--- src/rtl/echo_word_packer.sv ---
// -----------------------------------------------------------------------------
// echo_word_packer
//
// Samples the 1-bit echo comparator after each laser fire, packs a window of
// WORD_W*WORDS_PER_SHOT samples MSB-first into WORD_W-bit words and strobes
// each word out on send_en/tx_data for the transceiver TX lane.
//
// Optional feature macro: ECHO_TEST_PATTERN_EN
//   When defined, adds input test_mode. A shot fired with test_mode=1 emits
//   {8'hA5, 3'b000, word_idx[4:0]} per word instead of sampled echo, with
//   unchanged timing (link bring-up pattern).
//
// Ports:
//   clk          in   system clock, one echo sample per cycle
//   rst          in   asynchronous active-high reset
//   laser_enable in   high = shots allowed; low aborts a shot in progress
//   fire         in   one-cycle laser fire strobe
//   delay_cnt    in   samples skipped after fire before packing starts
//   echo_in      in   synchronised comparator output
//   test_mode    in   (ECHO_TEST_PATTERN_EN only) pattern select, latched at fire
//   send_en      out  one-cycle word strobe, tx_data valid in same cycle
//   tx_data      out  packed word, first sample in MSB; held between strobes
//   shot_done    out  pulse coincident with the last send_en of a shot
//   overrun      out  pulse the cycle after a fire seen outside IDLE
// -----------------------------------------------------------------------------
module echo_word_packer #(
  parameter int unsigned WORD_W         = 16,
  parameter int unsigned WORDS_PER_SHOT = 25,
  parameter int unsigned DELAY_W        = 8
) (
  input  logic               clk,
  input  logic               rst,
  input  logic               laser_enable,
  input  logic               fire,
  input  logic [DELAY_W-1:0] delay_cnt,
  input  logic               echo_in,
`ifdef ECHO_TEST_PATTERN_EN
  input  logic               test_mode,
`endif
  output logic               send_en,
  output logic [WORD_W-1:0]  tx_data,
  output logic               shot_done,
  output logic               overrun
);

  localparam int unsigned BIT_CW  = $clog2(WORD_W);
  localparam int unsigned WORD_CW = $clog2(WORDS_PER_SHOT);

  localparam logic [BIT_CW-1:0]  BIT_LAST  = BIT_CW'(WORD_W - 1);
  localparam logic [WORD_CW-1:0] WORD_LAST = WORD_CW'(WORDS_PER_SHOT - 1);

  typedef enum logic [1:0] {
    S_IDLE,
    S_DELAY,
    S_PACK
  } state_t;

  // Registered state
  state_t              r_state;
  logic [DELAY_W-1:0]  r_dly;
  logic [BIT_CW-1:0]   r_bit;
  logic [WORD_CW-1:0]  r_word;
  // Only WORD_W-1 bits are stored: the final sample of a word goes straight
  // from echo_in into the output word on the completing edge.
  logic [WORD_W-2:0]   r_shreg;
  logic                r_send;
  logic [WORD_W-1:0]   r_tx;
  logic                r_done;
  logic                r_ovr;
`ifdef ECHO_TEST_PATTERN_EN
  logic                r_test;
`endif

  // Next-state values
  state_t              w_state_nxt;
  logic [DELAY_W-1:0]  w_dly_nxt;
  logic [BIT_CW-1:0]   w_bit_nxt;
  logic [WORD_CW-1:0]  w_word_nxt;
  logic [WORD_W-2:0]   w_shreg_nxt;
  logic                w_send_nxt;
  logic [WORD_W-1:0]   w_tx_nxt;
  logic                w_done_nxt;
  logic                w_ovr_nxt;
`ifdef ECHO_TEST_PATTERN_EN
  logic                w_test_nxt;
  logic [WORD_W-1:0]   w_pattern;
`endif
  logic [WORD_W-1:0]   w_word_full;

  // Current shift contents plus the sample arriving this cycle.
  assign w_word_full = {r_shreg, echo_in};

`ifdef ECHO_TEST_PATTERN_EN
  always_comb begin
    w_pattern                    = '0;
    w_pattern[WORD_W-1 -: 8]     = 8'hA5;
    w_pattern[WORD_CW-1:0]       = r_word;
  end
`endif

  always_ff @(posedge clk or posedge rst) begin
    if (rst) begin
      r_state <= S_IDLE;
      r_dly   <= '0;
      r_bit   <= '0;
      r_word  <= '0;
      r_shreg <= '0;
      r_send  <= 1'b0;
      r_tx    <= '0;
      r_done  <= 1'b0;
      r_ovr   <= 1'b0;
`ifdef ECHO_TEST_PATTERN_EN
      r_test  <= 1'b0;
`endif
    end else begin
      r_state <= w_state_nxt;
      r_dly   <= w_dly_nxt;
      r_bit   <= w_bit_nxt;
      r_word  <= w_word_nxt;
      r_shreg <= w_shreg_nxt;
      r_send  <= w_send_nxt;
      r_tx    <= w_tx_nxt;
      r_done  <= w_done_nxt;
      r_ovr   <= w_ovr_nxt;
`ifdef ECHO_TEST_PATTERN_EN
      r_test  <= w_test_nxt;
`endif
    end
  end

  always_comb begin
    w_state_nxt = r_state;
    w_dly_nxt   = r_dly;
    w_bit_nxt   = r_bit;
    w_word_nxt  = r_word;
    w_shreg_nxt = r_shreg;
    w_send_nxt  = 1'b0;
    w_tx_nxt    = r_tx;
    w_done_nxt  = 1'b0;
    // Any fire outside IDLE is dropped and flagged one cycle later.
    w_ovr_nxt   = fire && (r_state != S_IDLE);
`ifdef ECHO_TEST_PATTERN_EN
    w_test_nxt  = r_test;
`endif

    case (r_state)
      S_IDLE: begin
        if (fire && laser_enable) begin
          w_dly_nxt   = delay_cnt;
          w_bit_nxt   = '0;
          w_word_nxt  = '0;
          w_shreg_nxt = '0;
`ifdef ECHO_TEST_PATTERN_EN
          w_test_nxt  = test_mode;
`endif
          w_state_nxt = (delay_cnt == '0) ? S_PACK : S_DELAY;
        end
      end

      S_DELAY: begin
        if (!laser_enable) begin
          w_state_nxt = S_IDLE;
          w_dly_nxt   = '0;
          w_bit_nxt   = '0;
          w_word_nxt  = '0;
          w_shreg_nxt = '0;
        end else if (r_dly == DELAY_W'(1)) begin
          // Last skipped sample this cycle; packing starts next cycle.
          w_dly_nxt   = '0;
          w_state_nxt = S_PACK;
        end else begin
          w_dly_nxt   = r_dly - DELAY_W'(1);
        end
      end

      S_PACK: begin
        if (!laser_enable) begin
          // Abort: partial word is discarded, nothing is strobed.
          w_state_nxt = S_IDLE;
          w_bit_nxt   = '0;
          w_word_nxt  = '0;
          w_shreg_nxt = '0;
        end else begin
          w_shreg_nxt = w_word_full[WORD_W-2:0];
          if (r_bit == BIT_LAST) begin
            w_bit_nxt  = '0;
            w_send_nxt = 1'b1;
`ifdef ECHO_TEST_PATTERN_EN
            w_tx_nxt   = r_test ? w_pattern : w_word_full;
`else
            w_tx_nxt   = w_word_full;
`endif
            if (r_word == WORD_LAST) begin
              w_done_nxt  = 1'b1;
              w_state_nxt = S_IDLE;
              w_word_nxt  = '0;
              w_shreg_nxt = '0;
            end else begin
              w_word_nxt  = r_word + WORD_CW'(1);
            end
          end else begin
            w_bit_nxt = r_bit + BIT_CW'(1);
          end
        end
      end

      default: begin
        w_state_nxt = S_IDLE;
      end
    endcase
  end

  assign send_en   = r_send;
  assign tx_data   = r_tx;
  assign shot_done = r_done;
  assign overrun   = r_ovr;

endmodule

--- config.mk ---
export PLATFORM = sky130hd
export DESIGN_NAME = echo_word_packer
export DESIGN_NICKNAME = d
export VERILOG_FILES = /design/src/rtl/echo_word_packer.sv
export SDC_FILE = /design/constraint.sdc
export NUM_CORES = 1
export LEC_CHECK = 0
export CAP_MARGIN = 40
export CORE_MARGIN = 2
export CORE_UTILIZATION = 45
export CTS_BUF_LIST = sky130_fd_sc_hd__clkbuf_4 sky130_fd_sc_hd__clkbuf_8
export DETAILED_ROUTE_END_ITERATION = 10
export HOLD_SLACK_MARGIN = 0.05
export PLACE_DENSITY = 0.75
export SLEW_MARGIN = 20
export SYNTH_ARGS = -nofsm -noshare
export SYNTH_HDL_FRONTEND = slang
export SYNTH_SLANG_ARGS = --single-unit
--- constraint.sdc ---
create_clock -name clk -period 2.3 [get_ports clk]
set_input_delay 0.46 -clock clk [delete_from_list [all_inputs] [get_ports clk]]
set_output_delay 0.46 -clock clk [all_outputs]
set_load 0.005 [all_outputs]
### Word-level counts from Yosys, hierarchy flattened

Index checks and enable logic that the tools add are counted.

| operators by class | value |
|---|---|
| equal/unequal tests | 10 |
| shifts and indexed selects | 0 |
| reductions and logical operators | 12 |
| add/subtract/negate cells | 3 |
| magnitude comparators | 0 |
| multipliers | 0 |
| bitwise gates (word level) | 0 |
| divide/modulo/power cells | 0 |
| multiplexer cells | 36 |

Operators by type and width:

| kind | number |
|---|---|
| $mux W15 | 5 |
| $pmux W15 S3 | 1 |
| $mux W5 | 5 |
| $mux W8 | 3 |
| $mux W4 | 4 |
| $pmux W8 S2 | 1 |
| $pmux W5 S3 | 1 |
| $mux W2 | 7 |
| $pmux W4 S3 | 1 |
| $ne A3 B3 Y1 const B | 3 |
| $eq A8 B1 Y1 const B | 1 |
| $logic_not A8 Y1 | 1 |
| $reduce_and A4 Y1 | 2 |
| $sub A8 B1 Y8 const B | 1 |
| $mux W1 | 7 |
| $pmux W2 S3 | 1 |
| $reduce_and A3 Y1 | 2 |
| $add A5 B1 Y5 const B | 1 |
| $eq A5 B5 Y1 const B | 1 |
| $add A4 B1 Y4 const B | 1 |
| $eq A4 B4 Y1 const B | 1 |
| $ne A2 B2 Y1 const B | 2 |
| $reduce_bool A2 Y1 | 2 |
| $reduce_bool A3 Y1 | 1 |
| other kinds (5) | 6 |

| word-level totals | value |
|---|---|
| bits in writable memories | 0 |
| register bits | 53 |
| bits in latches | 0 |
| memory bits (read-only) | 0 |
| memories | 0 |
| bits of input ports | 13 |

### Depth between registers and ports, before layout

| depth | value |
|---|---|
| depth in word-level cells | 5 |
| mapped depth | 8 |

### Worst setup path before layout

No wires, ideal clock.

| timing path | value |
|---|---|
| kind | flip-flop to flip-flop |
| start | register r_bit[0] |
| end | register r_tx[10], in the netlist tx_data[10] |
| path buffers | 3 |
| cell stages (with the launch flop) | 8 |
| slack | 0.583 ns |
| clock period less this slack | 1.717 ns |
| data required time | 2.175 ns |
| arrival time | 1.592 ns |
| cells stage by stage | dfrtp_1 ha_1 and3_1 clkbuf_2 and2_4 buf_6 buf_6 mux2_4 |

| on the way | value |
|---|---|
| longest elaborated chain between the ends | 2 |

Ends and longest elaborated chain:

| element | RTL line | source |
|---|---|---|
| start: declaration | 61 | `logic [BIT_CW-1:0] r_bit;` |
| start signal: assignment | 118 | `r_bit <= w_bit_nxt;` |
| $eq A4 B4 Y1 | 185 | `if (r_bit == BIT_LAST) begin` |
| $reduce_and A3 Y1 (no line) | - |  |
| end signal: assignment | 122 | `r_tx <= w_tx_nxt;` |
| end: declaration | 67 | `logic [WORD_W-1:0] r_tx;` |

Every way passes these cells.
A chain may end at the register's enable or synchronous reset.

### Worst setup path in the final report

| timing path | value |
|---|---|
| start | register r_bit[0] |
| end | register r_tx[15], in the netlist tx_data[15] |

The elaborated chain is that of the path after synthesis.

==> summary.json <==
{
  "run_status": {"value": "finished, final reports clean"},
  "hold_ws": {"value": 471.6, "unit": "ps"},
  "fp.dieW": {"value": 77.73, "unit": "um"},
  "vdd_drop_max": {"value": 0.0003340, "unit": "V"},
  "final_worst_path_period_share": {"value": 81.86, "unit": "%"},
  "fp-row-count": {"value": 26},
  "routed_wirelength": {"value": 4.534, "unit": "mm"},
  "route.detailed.drc": {"value": 0},
  "synth-main-ff-cell": {"value": "dfrtp_1"},
  "multiplexer_share_of_the_synthesized_area": {"value": 10.33, "unit": "%"},
  "cts_hold_repair.buffers": {"value": 0},
  "vias": {"value": 1701},
  "num-nets-final": {"value": 259},
  "regToRegEndpoint": {"value": "tx_data[15]"},
  "floorplan.core_area": {"value": 5172, "unit": "um^2"},
  "layout.cell_area.non_filler": {"value": 2923, "unit": "um^2"},
  "layout.cells.most_common_list": {"value": "dfrtp_1 (53), clkdlybuf4s50_1 (31), o21ai_0 (19)"},
  "area.growth.synth_to_final": {"value": 19.49, "unit": "%"},
  "clock_tree.root_cell": {"value": "clkbuf_8"},
  "globalplace.congestion": {"value": 0.8652},
  "gr-max-usage-layer": {"value": "met2"},
  "critical_path.reg2reg.startpoint": {"value": "r_bit[0]"},
  "global_route.overflow_total": {"value": 0},
  "tritoncts": {"value": "yes"},
  "vias_per_cell": {"value": 5.452},
  "path_class": {"value": "reg -> reg"},
  "number_of_clock_sinks": {"value": 53},
  "cts_htree_levels": {"value": 2},
  "compound_cell_area_share_of_the_yosys_netlist": {"value": 17.29, "unit": "%"},
  "clk_latency": {"value": 310, "unit": "ps"},
  "syn_area_per_cell": {"value": 11.82, "unit": "um^2"},
  "syn-num-nets": {"value": 225},
  "synth-simple-area-share": {"value": 11.10, "unit": "%"},
  "power": {"value": 0.002214, "unit": "W"},
  "yosys_warning_total": {"value": 0},
  "routed_wire_length_per_instance": {"value": 14.53, "unit": "um"},
  "dr.first_iter.drc_count": {"value": 94},
  "grt_pass1_vias": {"value": 1670},
  "cp_max_fo": {"value": 22},
  "layout.filler_cells": {"value": 422},
  "mostFrequentLayoutCell": {"value": "dfrtp_1"},
  "async_flop_share": {"value": 100.0, "unit": "%"},
  "worstPathBufferInverterCount": {"value": 0},
  "groute.layer.met1.usage": {"value": 22.83, "unit": "%"},
  "ff2ff_path_depth": {"value": 4},
  "adder_cell_share_of_the_synthesized_area": {"value": 2.558, "unit": "%"},
  "power.density": {"value": 757.6, "unit": "nW/um^2"},
  "syn-instance-count": {"value": 207},
  "min-delay-path-class": {"value": "in -> async"},
  "setup-tns-final": {"value": 0, "unit": "ps"},
  "final_max_slew_viol_count": {"value": 0},
  "post_synthesis_register_bit_count": {"value": 53},
  "grt_first_pass_wirelength": {"value": 7.859, "unit": "mm"},
  "end_kind": {"value": "flip-flop"},
  "antenna_left": {"value": 0},
  "worst_pin_slew": {"value": 493.6, "unit": "ps"},
  "post_synth_xor_area_fraction": {"value": 0, "unit": "%"},
  "drv.max_cap_violation_count": {"value": 0},
  "final_core_util": {"value": 56.51, "unit": "%"},
  "grt_util_met2": {"value": 25.52, "unit": "%"},
  "ios": {"value": 32},
  "cts.path.max_buffers": {"value": 2},
  "grt_setup_unrepaired": {"value": "false"},
  "portBuffers": {"value": 31},
  "post_synth_instance_area": {"value": 2446, "unit": "um^2"},
  "regToRegSetupSlack": {"value": 420, "unit": "ps"},
  "path_clk_slew": {"value": 100, "unit": "ps"},
  "critical-path-top-delay-family": {"value": "simple AND/OR/NAND/NOR gates"},
  "post-dp-hpwl": {"value": 3.143, "unit": "mm"},
  "start_kind": {"value": "flip-flop"},
  "synth.lib_cells_used.distinct": {"value": 44},
  "grt.met3_usage": {"value": 3.488, "unit": "%"},
  "cp.arrival": {"value": 2080, "unit": "ps"},
  "worstPathRequired": {"value": 2500, "unit": "ps"},
  "cts_inserted_buffers": {"value": 5},
  "standard_cell_with_the_maximum_stage_delay_on_the_critical_path": {"value": "and2_4"},
  "placement.cell_area": {"value": 2829, "unit": "um^2"},
  "timing.critical_path.cells": {"value": "ha_1, and3_1, and2_4, mux2_2"},
  "ys_seq_area_share": {"value": 54.22, "unit": "%"},
  "synth-edff-count": {"value": 0},
  "post_route_cells_drive_above_1_share": {"value": 14.88, "unit": "%"},
  "skew": {"value": 9.289, "unit": "ps"},
  "die-area": {"value": 6041, "unit": "um^2"},
  "final_min_period": {"value": 1883, "unit": "ps"},
  "detail_route.first_pass.iterations": {"value": 4},
  "setup_viol": {"value": 0},
  "post_cts_resize_count": {"value": 0},
  "post_cts.repair.setup_buffers": {"value": 0},
  "grt_max_degree": {"value": 34},
  "antenna_found_initial": {"value": 0},
  "leakage": {"value": 1.328, "unit": "nW"},
  "ant_diodes": {"value": 0},
  "floorplan.initialDensity": {"value": 47.29, "unit": "%"},
  "finalHoldViolCount": {"value": 0},
  "max_freq": {"value": 531.1, "unit": "MHz"},
  "worst_path_largest_cell_delay": {"value": 450, "unit": "ps"},
  "track_usage": {"value": 16.36, "unit": "%"},
  "timing.slew.headroom": {"value": 66.63, "unit": "%"},
  "die_y": {"value": 77.73, "unit": "um"},
  "combinational_family_with_the_most_area_after_synthesis": {"value": "compound AO/OA/AOI/OAI gates"}
}
## per-layer routing
| layer | vias up | wire length [um] |
|---|---|---|
| li1 | 827 | - |
| met1 | 836 | 2213 |
| met2 | 33 | 2097 |
| met3 | 5 | 154 |
| met4 | 0 | 68 |
| met5 | - | 0 |
## Yosys cell counts, drive strengths merged (2+ instances only)
library cell / instances / share of area (%)
buf: 8 / 2.8
and3: 4 / 1.0
a32oi: 2 / 0.72
nor2: 9 / 1.4
dfrtp: 53 / 54
nand2b: 2 / 0.51
mux2i: 2 / 0.82
nand2: 12 / 1.8
o21bai: 3 / 1.1
nand3b: 2 / 0.61
and3b: 2 / 0.72
inv: 8 / 1.2
clkbuf: 3 / 0.51
o22ai: 2 / 0.51
mux2: 16 / 9.5
a22oi: 2 / 0.61
a21oi: 14 / 3.0
ha: 5 / 2.6
nor4: 3 / 0.77
nor3: 3 / 0.61
a22o: 16 / 5.7
o21ai: 19 / 3.9
nand3: 2 / 0.41
## sequential cells by signal, summed over array words and instances, names as in the netlist
| signal | flops |
|---|---|
| tx_data | 16 |
| r_shreg | 15 |
| r_dly | 8 |
| r_word | 5 |
| r_bit | 4 |
| r_state | 2 |
| overrun | 1 |
| send_en | 1 |
| shot_done | 1 |
## how the worst max path moves through the flow
stage	start	to	slack [ps]	cells after the start
6_report	r_bit[0]	tx_data[15]	420	4
5_1_grt	r_dly[1]	r_dly[5]	280	7
4_1_cts	r_bit[0]	tx_data[15]	420	4
3_5_place_dp	laser_enable	tx_data[15]	160	4
3_3_place_gp	laser_enable	tx_data[14]	210	4
2_1_floorplan	rst	overrun	550	1
## power breakdown
| group | total (W) | switching (W) | internal (W) |
|---|---|---|---|
| combinational | 0.000565 | 0.000327 | 0.000239 |
| sequential | 0.00111 | 0.0000957 | 0.00101 |
| clock | 0.000542 | 0.000320 | 0.000222 |
| total | 0.00221 | 0.000742 | 0.00147 |
## kinds of logic after synthesis
kind of cell,Yosys count
compound gates,63
flops,53
simple gates,49
buf+inv,19
mux,18
fa+ha+maj,5
## area by class of cell
| class | count | area, um^2 | area share [%] |
|---|---|---|---|
| sequential | 53 | 1326 | 45.38 |
| multi-input combinational | 135 | 1010 | 34.55 |
| timing repair buffer | 38 | 375.4 | 12.84 |
| tap | 70 | 87.58 | 2.997 |
| clock buffer | 5 | 68.82 | 2.354 |
| inverter | 8 | 30.03 | 1.027 |
| clock inverter | 3 | 25.02 | 0.8562 |
## metrics by stage
| stage | setup slack, ps | cells |
|---|---|---|
| after floorplan | 553.8 | 207 |
| after global placement | 205.7 | 304 |
| after detailed placement | 164.2 | 304 |
| after CTS | 418.7 | 312 |
| after global routing | 280.3 | 312 |
| final | 417.3 | 312 |
## worst register-to-register path: cells and delay by family (launching register included)
family	cells	cell delay (ps)
DFF	1	410
adders and majority gates	1	200
muxes	1	390
and+or+nand+nor	2	770
Power figures use the tool's default switching activity.
